`src/rtl/pipe_hazard_unit_pkg.sv`:
```
// Shared types and constants for the SimpleRisc hazard/forwarding unit.
package pipe_hazard_unit_pkg;

  // Shadow pipeline geometry: one slot per stage downstream of OF.
  localparam int unsigned NUM_SLOTS = 3;
  localparam int unsigned SLOT_EX   = 0;
  localparam int unsigned SLOT_MA   = 1;
  localparam int unsigned SLOT_RW   = 2;

  // Slot rd field is sized for the largest supported register file (256 regs).
  localparam int unsigned RD_W  = 8;
  localparam int unsigned FWD_W = 2;

  typedef struct packed {
    logic            valid;
    logic [RD_W-1:0] rd;
    logic            wb;
    logic            is_load;
  } slot_t;

  // Bubble/flush content: an all-zero control bus is a NOP.
  localparam slot_t NOP_CTRL = '0;

  typedef enum logic [FWD_W-1:0] {
    FWD_NONE = 2'd0,
    FWD_EXMA = 2'd1,
    FWD_MARW = 2'd2
  } fwd_e;

endpackage

```
`src/rtl/pipe_hazard_unit_src_cmp.sv`:
```
// hazard_src_cmp: compares one OF source channel against the EX/MA/RW slots.
module hazard_src_cmp
  import pipe_hazard_unit_pkg::*;
#(
  parameter int unsigned REG_AW = 4
) (
  input  logic                  active,
  input  logic [REG_AW-1:0]     src,
  input  slot_t [NUM_SLOTS-1:0] slots,
  output logic                  ld_use,
  output fwd_e                  fwd_sel,
  output logic                  rw_byp
);

  logic [NUM_SLOTS-1:0] hit;

  // The load flag is only meaningful for the producer sitting in EX.
  logic unused_ld;
  assign unused_ld = ^{slots[SLOT_MA].is_load, slots[SLOT_RW].is_load};

  // Match against every slot, then resolve youngest-first.
  always_comb begin
    hit     = '0;
    ld_use  = 1'b0;
    fwd_sel = FWD_NONE;
    rw_byp  = 1'b0;
    hit[SLOT_EX] = active && slots[SLOT_EX].valid && slots[SLOT_EX].wb &&
                   (slots[SLOT_EX].rd == RD_W'(src));
    hit[SLOT_MA] = active && slots[SLOT_MA].valid && slots[SLOT_MA].wb &&
                   (slots[SLOT_MA].rd == RD_W'(src));
    hit[SLOT_RW] = active && slots[SLOT_RW].valid && slots[SLOT_RW].wb &&
                   (slots[SLOT_RW].rd == RD_W'(src));
    ld_use = hit[SLOT_EX] && slots[SLOT_EX].is_load;
    if (hit[SLOT_EX]) begin
      if (!slots[SLOT_EX].is_load) fwd_sel = FWD_EXMA;
    end else if (hit[SLOT_MA]) begin
      fwd_sel = FWD_MARW;
    end else begin
      rw_byp = hit[SLOT_RW];
    end
  end

endmodule

```
`src/rtl/pipe_hazard_unit.sv`:
```
// pipe_hazard_unit: load-use interlock, branch flush and operand forwarding
// control for the 5-stage SimpleRisc pipeline.
// Optional: define HAZ_STATS_EN to add stall/flush statistics counters.
module pipe_hazard_unit
  import pipe_hazard_unit_pkg::*;
#(
  parameter  int unsigned NUM_REGS = 16,
  parameter  int unsigned NUM_SRC  = 3,
  localparam int unsigned REG_AW   = $clog2(NUM_REGS)
`ifdef HAZ_STATS_EN
  ,
  parameter  int unsigned CNT_W    = 32
`endif
) (
  input  logic                      clk,
  input  logic                      reset,
  input  logic                      of_valid,
  input  logic [NUM_SRC*REG_AW-1:0] of_src,
  input  logic [NUM_SRC-1:0]        of_src_used,
  input  logic [REG_AW-1:0]         of_rd,
  input  logic                      of_wb,
  input  logic                      of_is_load,
  input  logic                      ex_branch_taken,
  input  logic                      mem_busy,
  output logic                      stall_if_of,
  output logic                      bubble_of_ex,
  output logic                      flush_if_of,
  output logic                      freeze_all,
  output logic [NUM_SRC*FWD_W-1:0]  ex_fwd_sel,
  output logic [NUM_SRC-1:0]        of_rw_byp
`ifdef HAZ_STATS_EN
  ,
  output logic [CNT_W-1:0]          stat_stalls,
  output logic [CNT_W-1:0]          stat_flushes
`endif
);

  slot_t [NUM_SLOTS-1:0]     slots;
  slot_t                     ex_next;
  logic  [NUM_SRC-1:0]       ld_use_c;
  logic  [NUM_SRC-1:0]       rw_byp_c;
  logic  [NUM_SRC*FWD_W-1:0] fwd_c;

  // One comparator per source channel.
  for (genvar c = 0; c < NUM_SRC; c++) begin : g_src
    fwd_e fwd;
    hazard_src_cmp #(
      .REG_AW (REG_AW)
    ) u_cmp (
      .active  (of_valid && of_src_used[c]),
      .src     (of_src[c*REG_AW +: REG_AW]),
      .slots   (slots),
      .ld_use  (ld_use_c[c]),
      .fwd_sel (fwd),
      .rw_byp  (rw_byp_c[c])
    );
    assign fwd_c[c*FWD_W +: FWD_W] = fwd;
  end

  assign freeze_all = mem_busy;
  assign of_rw_byp  = rw_byp_c;

  // Pipeline control: freeze masks everything, flush beats load-use.
  always_comb begin
    stall_if_of  = 1'b0;
    bubble_of_ex = 1'b0;
    flush_if_of  = 1'b0;
    if (!mem_busy) begin
      flush_if_of  = ex_branch_taken;
      stall_if_of  = (|ld_use_c) && !ex_branch_taken;
      bubble_of_ex = flush_if_of || stall_if_of;
    end
  end

  // Slot entering EX: the OF instruction, or a NOP on bubble/empty OF.
  always_comb begin
    ex_next = NOP_CTRL;
    if (of_valid && !bubble_of_ex) begin
      ex_next.valid   = 1'b1;
      ex_next.rd      = RD_W'(of_rd);
      ex_next.wb      = of_wb;
      ex_next.is_load = of_is_load;
    end
  end

  // Shadow pipeline and registered EX forwarding selects.
  always_ff @(posedge clk) begin
    if (reset) begin
      slots      <= '0;
      ex_fwd_sel <= '0;
    end else if (!mem_busy) begin
      slots[SLOT_RW] <= slots[SLOT_MA];
      slots[SLOT_MA] <= slots[SLOT_EX];
      slots[SLOT_EX] <= ex_next;
      ex_fwd_sel     <= bubble_of_ex ? '0 : fwd_c;
    end
  end

`ifdef HAZ_STATS_EN
  // Wrapping stall/flush event counters.
  always_ff @(posedge clk) begin
    if (reset) begin
      stat_stalls  <= '0;
      stat_flushes <= '0;
    end else begin
      if (stall_if_of) stat_stalls  <= stat_stalls + CNT_W'(1);
      if (flush_if_of) stat_flushes <= stat_flushes + CNT_W'(1);
    end
  end
`endif

endmodule

```
`config.mk`:
```
export PLATFORM = sky130hd
export DESIGN_NAME = pipe_hazard_unit
export DESIGN_NICKNAME = d
export VERILOG_FILES = /design/src/rtl/pipe_hazard_unit_pkg.sv /design/src/rtl/pipe_hazard_unit_src_cmp.sv /design/src/rtl/pipe_hazard_unit.sv
export SDC_FILE = /design/constraint.sdc
export NUM_CORES = 1
export LEC_CHECK = 0
export ABC_AREA = 1
export CORE_MARGIN = 2
export CORE_UTILIZATION = 51
export CTS_BUF_LIST = sky130_fd_sc_hd__clkbuf_4
export DETAILED_ROUTE_END_ITERATION = 6
export PLACE_DENSITY = 0.82
export RECOVER_POWER = 100
export SLEW_MARGIN = 20
export SYNTH_ARGS = -nofsm -noshare
export SYNTH_HDL_FRONTEND = slang
export SYNTH_SLANG_ARGS = --single-unit
```
`constraint.sdc`:
```
create_clock -name clk -period 1.7 [get_ports clk]
set_clock_uncertainty 0.2 [all_clocks]
set_input_delay 0.34 -clock clk [delete_from_list [all_inputs] [get_ports clk]]
set_output_delay 0.34 -clock clk [all_outputs]
set_load 0.02 [all_outputs]
```
# After elaboration in Yosys (flattened, before gate mapping)
# Index checks and enable logic that the tools add are counted.
[totals]
reg_bits = 37
inputBits = 26
output_inout_bits = 13
word_cells = 77
[classes]
eq_ne = 9
mux = 18
reduce_logical = 39
[op_table]
columns = ["operator", "n"]
rows = [
  ["$eq A8 B4 Y1", 9],
  ["$logic_and A1 B1 Y1", 35],
  ["$mux W2", 6],
  ["$mux W11", 1],
  ["$mux W1", 10],
  ["$mux W6", 1],
  ["$reduce_or A3 Y1", 1],
  ["$logic_not A1 Y1", 2],
  ["$logic_or A1 B1 Y1", 1],
]

# Longest topological paths before layout
[depth]
depth_word = 12
ltp_mapped = 10

# Modules after synthesis
# Synthesis repeated with hierarchy kept, for this count alone.
[unflattened]
hier_cells = 394
hier_area_um2 = 2174.6
[modules_own_cells]
columns = ["module", "n_inst", "cells_per_inst", "area_per_inst_um2", "seq_area_each_um2"]
rows = [
  ["pipe_hazard_unit", 1, 154, 1172.4, 540.5],
  ["hazard_src_cmp", 3, 80, 334.1, 0.0],
]

# Least setup slack after synthesis
# OpenSTA, ideal clock, no wires.
[synth_timing]
kind = "flip-flop to output port"
from = "register slots[4] (netlist name)"
to = "output port stall_if_of"
t_arrival_ns = 1.337
path_slack_ns = -0.177
stages_incl_launch_ff = 10
n_path_buf = 1
cell_sequence = "dfxtp_1 > inv_1 > nand2_1 > nand2_1 > nor2_2 > nand3_2 > nand3_2 > nand2_2 > buf_6 > nor2_1"
[synth_between]
elab_chain_len = 6
[synth_rtl]
columns = ["element", "line", "rtl"]
rows = [
  ["$eq A8 B4 Y1", "pipe_hazard_unit_src_cmp.sv:28", "(slots[SLOT_EX].rd == RD_W'(src));"],
  ["$logic_and A1 B1 Y1", "pipe_hazard_unit_src_cmp.sv:27", "hit[SLOT_EX] = active && slots[SLOT_EX].valid && slots[SLOT_EX].wb &&"],
  ["$logic_and A1 B1 Y1", "pipe_hazard_unit_src_cmp.sv:33", "ld_use = hit[SLOT_EX] && slots[SLOT_EX].is_load;"],
  ["$reduce_or A3 Y1 *", "pipe_hazard_unit.sv:70", "stall_if_of = (|ld_use_c) && !ex_branch_taken;"],
  ["$logic_and A1 B1 Y1 *", "pipe_hazard_unit.sv:70", ""],
  ["$mux W1 *", "pipe_hazard_unit.sv:68", "if (!mem_busy) begin"],
  ["end: declaration", "pipe_hazard_unit.sv:25", "output logic stall_if_of,"],
]
# Mark *: on every way between the ends. The rest lies on a longest branch, timed or not.

# Worst setup path in the final report
[layout_timing]
from = "register slots[15] (netlist name)"
to = "output port of_rw_byp[0]"
[layout_between]
elab_chain_len = 4
[layout_rtl]
columns = ["element", "line", "rtl"]
rows = [
  ["$eq A8 B4 Y1", "pipe_hazard_unit_src_cmp.sv:30", "(slots[SLOT_MA].rd == RD_W'(src));"],
  ["$logic_and A1 B1 Y1", "pipe_hazard_unit_src_cmp.sv:29", "hit[SLOT_MA] = active && slots[SLOT_MA].valid && slots[SLOT_MA].wb &&"],
  ["$mux W1", "pipe_hazard_unit_src_cmp.sv:36", "end else if (hit[SLOT_MA]) begin"],
  ["$mux W1", "pipe_hazard_unit_src_cmp.sv:34", "if (hit[SLOT_EX]) begin"],
  ["end: declaration", "pipe_hazard_unit.sv:30", "output logic [NUM_SRC-1:0] of_rw_byp"],
]
# No other way between the ends.

==> impl.org <==
** Routing
- For this run, the detailed router's first-pass iteration total came to 5.
- Total Wirelength :: 7768 um
- Routed via count divided by cell count :: 6.058
- Once detail routing completed, the nets flagged for antenna violations numbered 0.
- After detailed routing, the average wire length per cell comes to 19.72 um.
- DR vias :: 2387
- Number of DRC violations after detailed-routing iteration 0 :: 436
- In the routed design, unresolved DRC markers number 0.

** Die
- The floorplan has 20 rows.
- CORE AREA :: 0.003028 mm2
- The initial utilization of the core area, before any placement, comes to a little over half.
- The die covers 0.003634 mm2.
- Pin placement for this block handled 39 I/O pins.
- The die is ~60 um wide.
- The floorplan step set the die height to 60.28 um.

** Worst setup path
- The largest single stage delay on the critical path is 0.38 ns.
- For flop-to-flop paths, the worst setup slack is -0.44 ns.
- Traced cell by cell, the critical path runs through inv_2, nand2_1, nand2_1, nor3_2, nand4_1, and3_4, buf_6.
- Worst Setup End Kind :: output port
- The critical path is of the flop to output port type.
- The most numerous cell type found on the critical path is nand2_1.
- Data arrival at the endpoint of the critical path :: 1.68 ns
- Highest net fanout along the worst path :: 4
- Master of the slowest instance on the critical path :: dfxtp_2
- STA classifies the critical path startpoint as a flop.
- Data on the critical path is required at its endpoint by 1.16 ns.

** GRT
- Vias in the first global route :: 2000
- Entering global routing, the biggest net connects 28 pins.
- First-pass GRT wire length :: 9211 um
- Global-route usage over all layers :: 34.74%
- After global routing the overflow that remains totals 0.
- Initial antenna violation count :: 0

** Clock tree
- Total clock buffers created by CTS :: 3
- CTS Root Buffer Type :: clkbuf_4
- Number of buffers inserted for hold repair after clock tree synthesis :: 0
- After clock tree synthesis, the clock-pin slew on the worst setup and hold paths is between 0.15 and 0.2 ns.
- Clock buffer depth :: 2
- At the later pin of the worst-skew pair, clock insertion delay measures between 0.3 and 0.4 ns.
- CTS sink count :: 25
- CTS built an H-tree with a depth of 1.
- TritonCTS built the clock tree.

** Cells and area
- In the layout the commonest cells are buf_4 (67), nand2_1 (61), dlygate4sd2_1 (17).
- The number of antenna diodes in the final layout is 0.
- Net count of the finished layout :: approximately 380
- Most common library cell in the layout ignoring fill and taps :: buf_4
- Cells with a size suffix above 1 make up 44.57% of the layout.
- Layout Cell Area excl Fill :: around 0.0028 mm2
- From synthesis to final layout, the design area changed by 70.64%.

** Place
- Dpl hpwl :: around 3600 um
- During placement, the flow inserted port buffers numbering 38.
- Final RePlAce weighted congestion :: just over 0.9
- Summing all placed instances gives a cell area of 0.002338 mm2.
- Worst setup timing slack at the placement stage :: -1.092 ns

** STA
- In this run the tightest slew margin relative to its limit is between 60% and 70%.
- In the post-route analysis, the smallest setup slack over all paths is -0.5229 ns.
- Period utilization :: 130.8%
- Setup violators final :: 17
- The total count of hold-check failures in the final report was 0.
- The smallest clock period supported by the final layout is computed as 2.223 ns.
- Transition time at the pin with the least slew margin :: 0.5648 ns
- RSZ-0062 raised after global routing :: true
- The final max-slew violation count came to 0.
- Timing would allow up to roughly 450 MHz.

** Yosys
- Synthesis handed over a netlist of about 250 instances.
- The number of different library cells used by synthesis comes to 26.
- The most used flip-flop cell after synthesis is dfxtp_1.
- Cell area after technology mapping :: 0.001615 mm2
- The synthesized design contains 25 register bits.
- After synthesis, the share of flip-flops with an asynchronous set or reset is 0%.
- Number of enable-type register cells in the synthesized netlist :: 0
- Portion of the post-synthesis area used by sequential elements :: 30.98%
- Syn avg cell area :: 6.435 um2
- When the netlist entered floorplanning its net count stood at 277.
- Count of warnings emitted by yosys :: 0

** Power and ir drop
- VDD IR-drop max :: 0.4235 mV
- Combinational logic is responsible for 30.7% of the overall power.
- Per report_power, the clock group accounts for 22.5% of the total.
- Share of total power in sequential cells :: 46.9%
- LEAKAGE :: 1.291 nW
- For this design the total switching power over the nets is between 0.4 and 0.5 mW.
- Power density over the cells :: 488.2 mW/mm2
- Switching power as a share of total power :: 34.61%
- The internal portion of the total power is 0.8800 mW.

** Status
- Result of the run :: complete, but fails checks
- The final reports fail on negative setup slack.

** Hold path
- The min-delay analysis places its worst path in the category flop to flop.

** Run
- Max-cap violations in this run came to 0.
## cell type report
type                            count  area, um2
Multi-Input combinational cell    183       1120
Timing Repair Buffer              108      902.1
Clock inverter                      1      5.005
Sequential cell                    25      534.3
Inverter                           30      117.6
Tap cell                           44      55.05
Fill cell                         130      271.5
Clock buffer                        3      22.52
## synthesized netlist by cell type (4+ instances only)
cell | n | area share, %
nand2_1 | 76 | 18
inv_1 | 26 | 6.0
dfxtp_1 | 25 | 31
nor2_1 | 24 | 5.6
a21oi_1 | 18 | 5.6
nand4_1 | 11 | 4.3
xor2_1 | 10 | 5.4
a211oi_1 | 8 | 3.7
nand3_2 | 6 | 3.7
nand3_1 | 5 | 1.5
xnor2_1 | 5 | 2.7
buf_4 | 4 | 1.9
clkbuf_1 | 4 | 0.93
inv_2 | 4 | 0.93
## power groups by stage
stage / Combinational (mW) / Clock [mW] / Sequential, mW
floorplan: 0.143 / 0 / 0.635
global route: 0.433 / 0.325 / 0.632
finish: 0.413 / 0.303 / 0.631
CTS: 0.346 / 0.276 / 0.625
detailed placement: 0.313 / 0 / 0.638
global placement: 0.308 / 0 / 0.637
## stage by stage
stage               TNS, ns  total power, mW  instances  hold slack [ns]  util (%)
floorplan                 0           0.7781        251           0.2454         -
global placement     -12.79           0.9457        365           0.2530     77.23
detailed placement   -13.57           0.9508        365           0.2558     77.23
CTS                  -2.659            1.248        390           0.2730     85.70
global route         -5.305            1.389        394           0.3142     91.03
finish               -4.285            1.346        394           0.2824     91.03
## critical path: cells and delay by family (launching register included)
family / cells / cell delay [ns]
flops: 1 / 0.38
buf+inv: 2 / 0.18
simple gates: 5 / 0.76
## cell families (layout without fill, tap and decap cells)
kind of cell / count (synthesis) / after routing / share of synthesized area, %
XOR/XNOR: 15 / 15 / 8.133
buffers and inverters: 43 / 142 / 11.62
AND/OR/NAND/NOR: 134 / 134 / 37.26
AO/OA/AOI/OAI: 34 / 34 / 12.01
flip-flops: 25 / 25 / 30.98
## final timing paths
| kind | from | to | cells past startpoint |
|---|---|---|---|
| worst max-delay path | slots[15] | of_rw_byp[0] | 7 |
| worst min-delay path | slots[23] | slots[23] | 2 |
| worst max register to register | slots[5] | ex_fwd_sel[4] | 13 |
| worst min register to register | slots[23] | slots[23] | 2 |
## layer usage
| metal | vias up | GRT usage (%) | part of all wire [%] |
|---|---|---|---|
| met5 | - | 0 | 0 |
| met4 | 0 | 24.76 | 9.3 |
| met3 | 89 | 5.628 | 9.2 |
| met2 | 239 | 55.75 | 46 |
| met1 | 1053 | 41.66 | 35 |
| li1 | 1006 | - | - |
## timing repair
action                                  4_1_cts  5_1_grt
endpoints found under the setup margin       24       20
pin swaps                                    15       20
resized for setup                           106       42
setup buffers                                21        5
## state kept, by name, summed over array words and instances (netlist names)
register	flops
slots	19
ex_fwd_sel	6
Note: power is estimated with default switching activity, not from simulation.
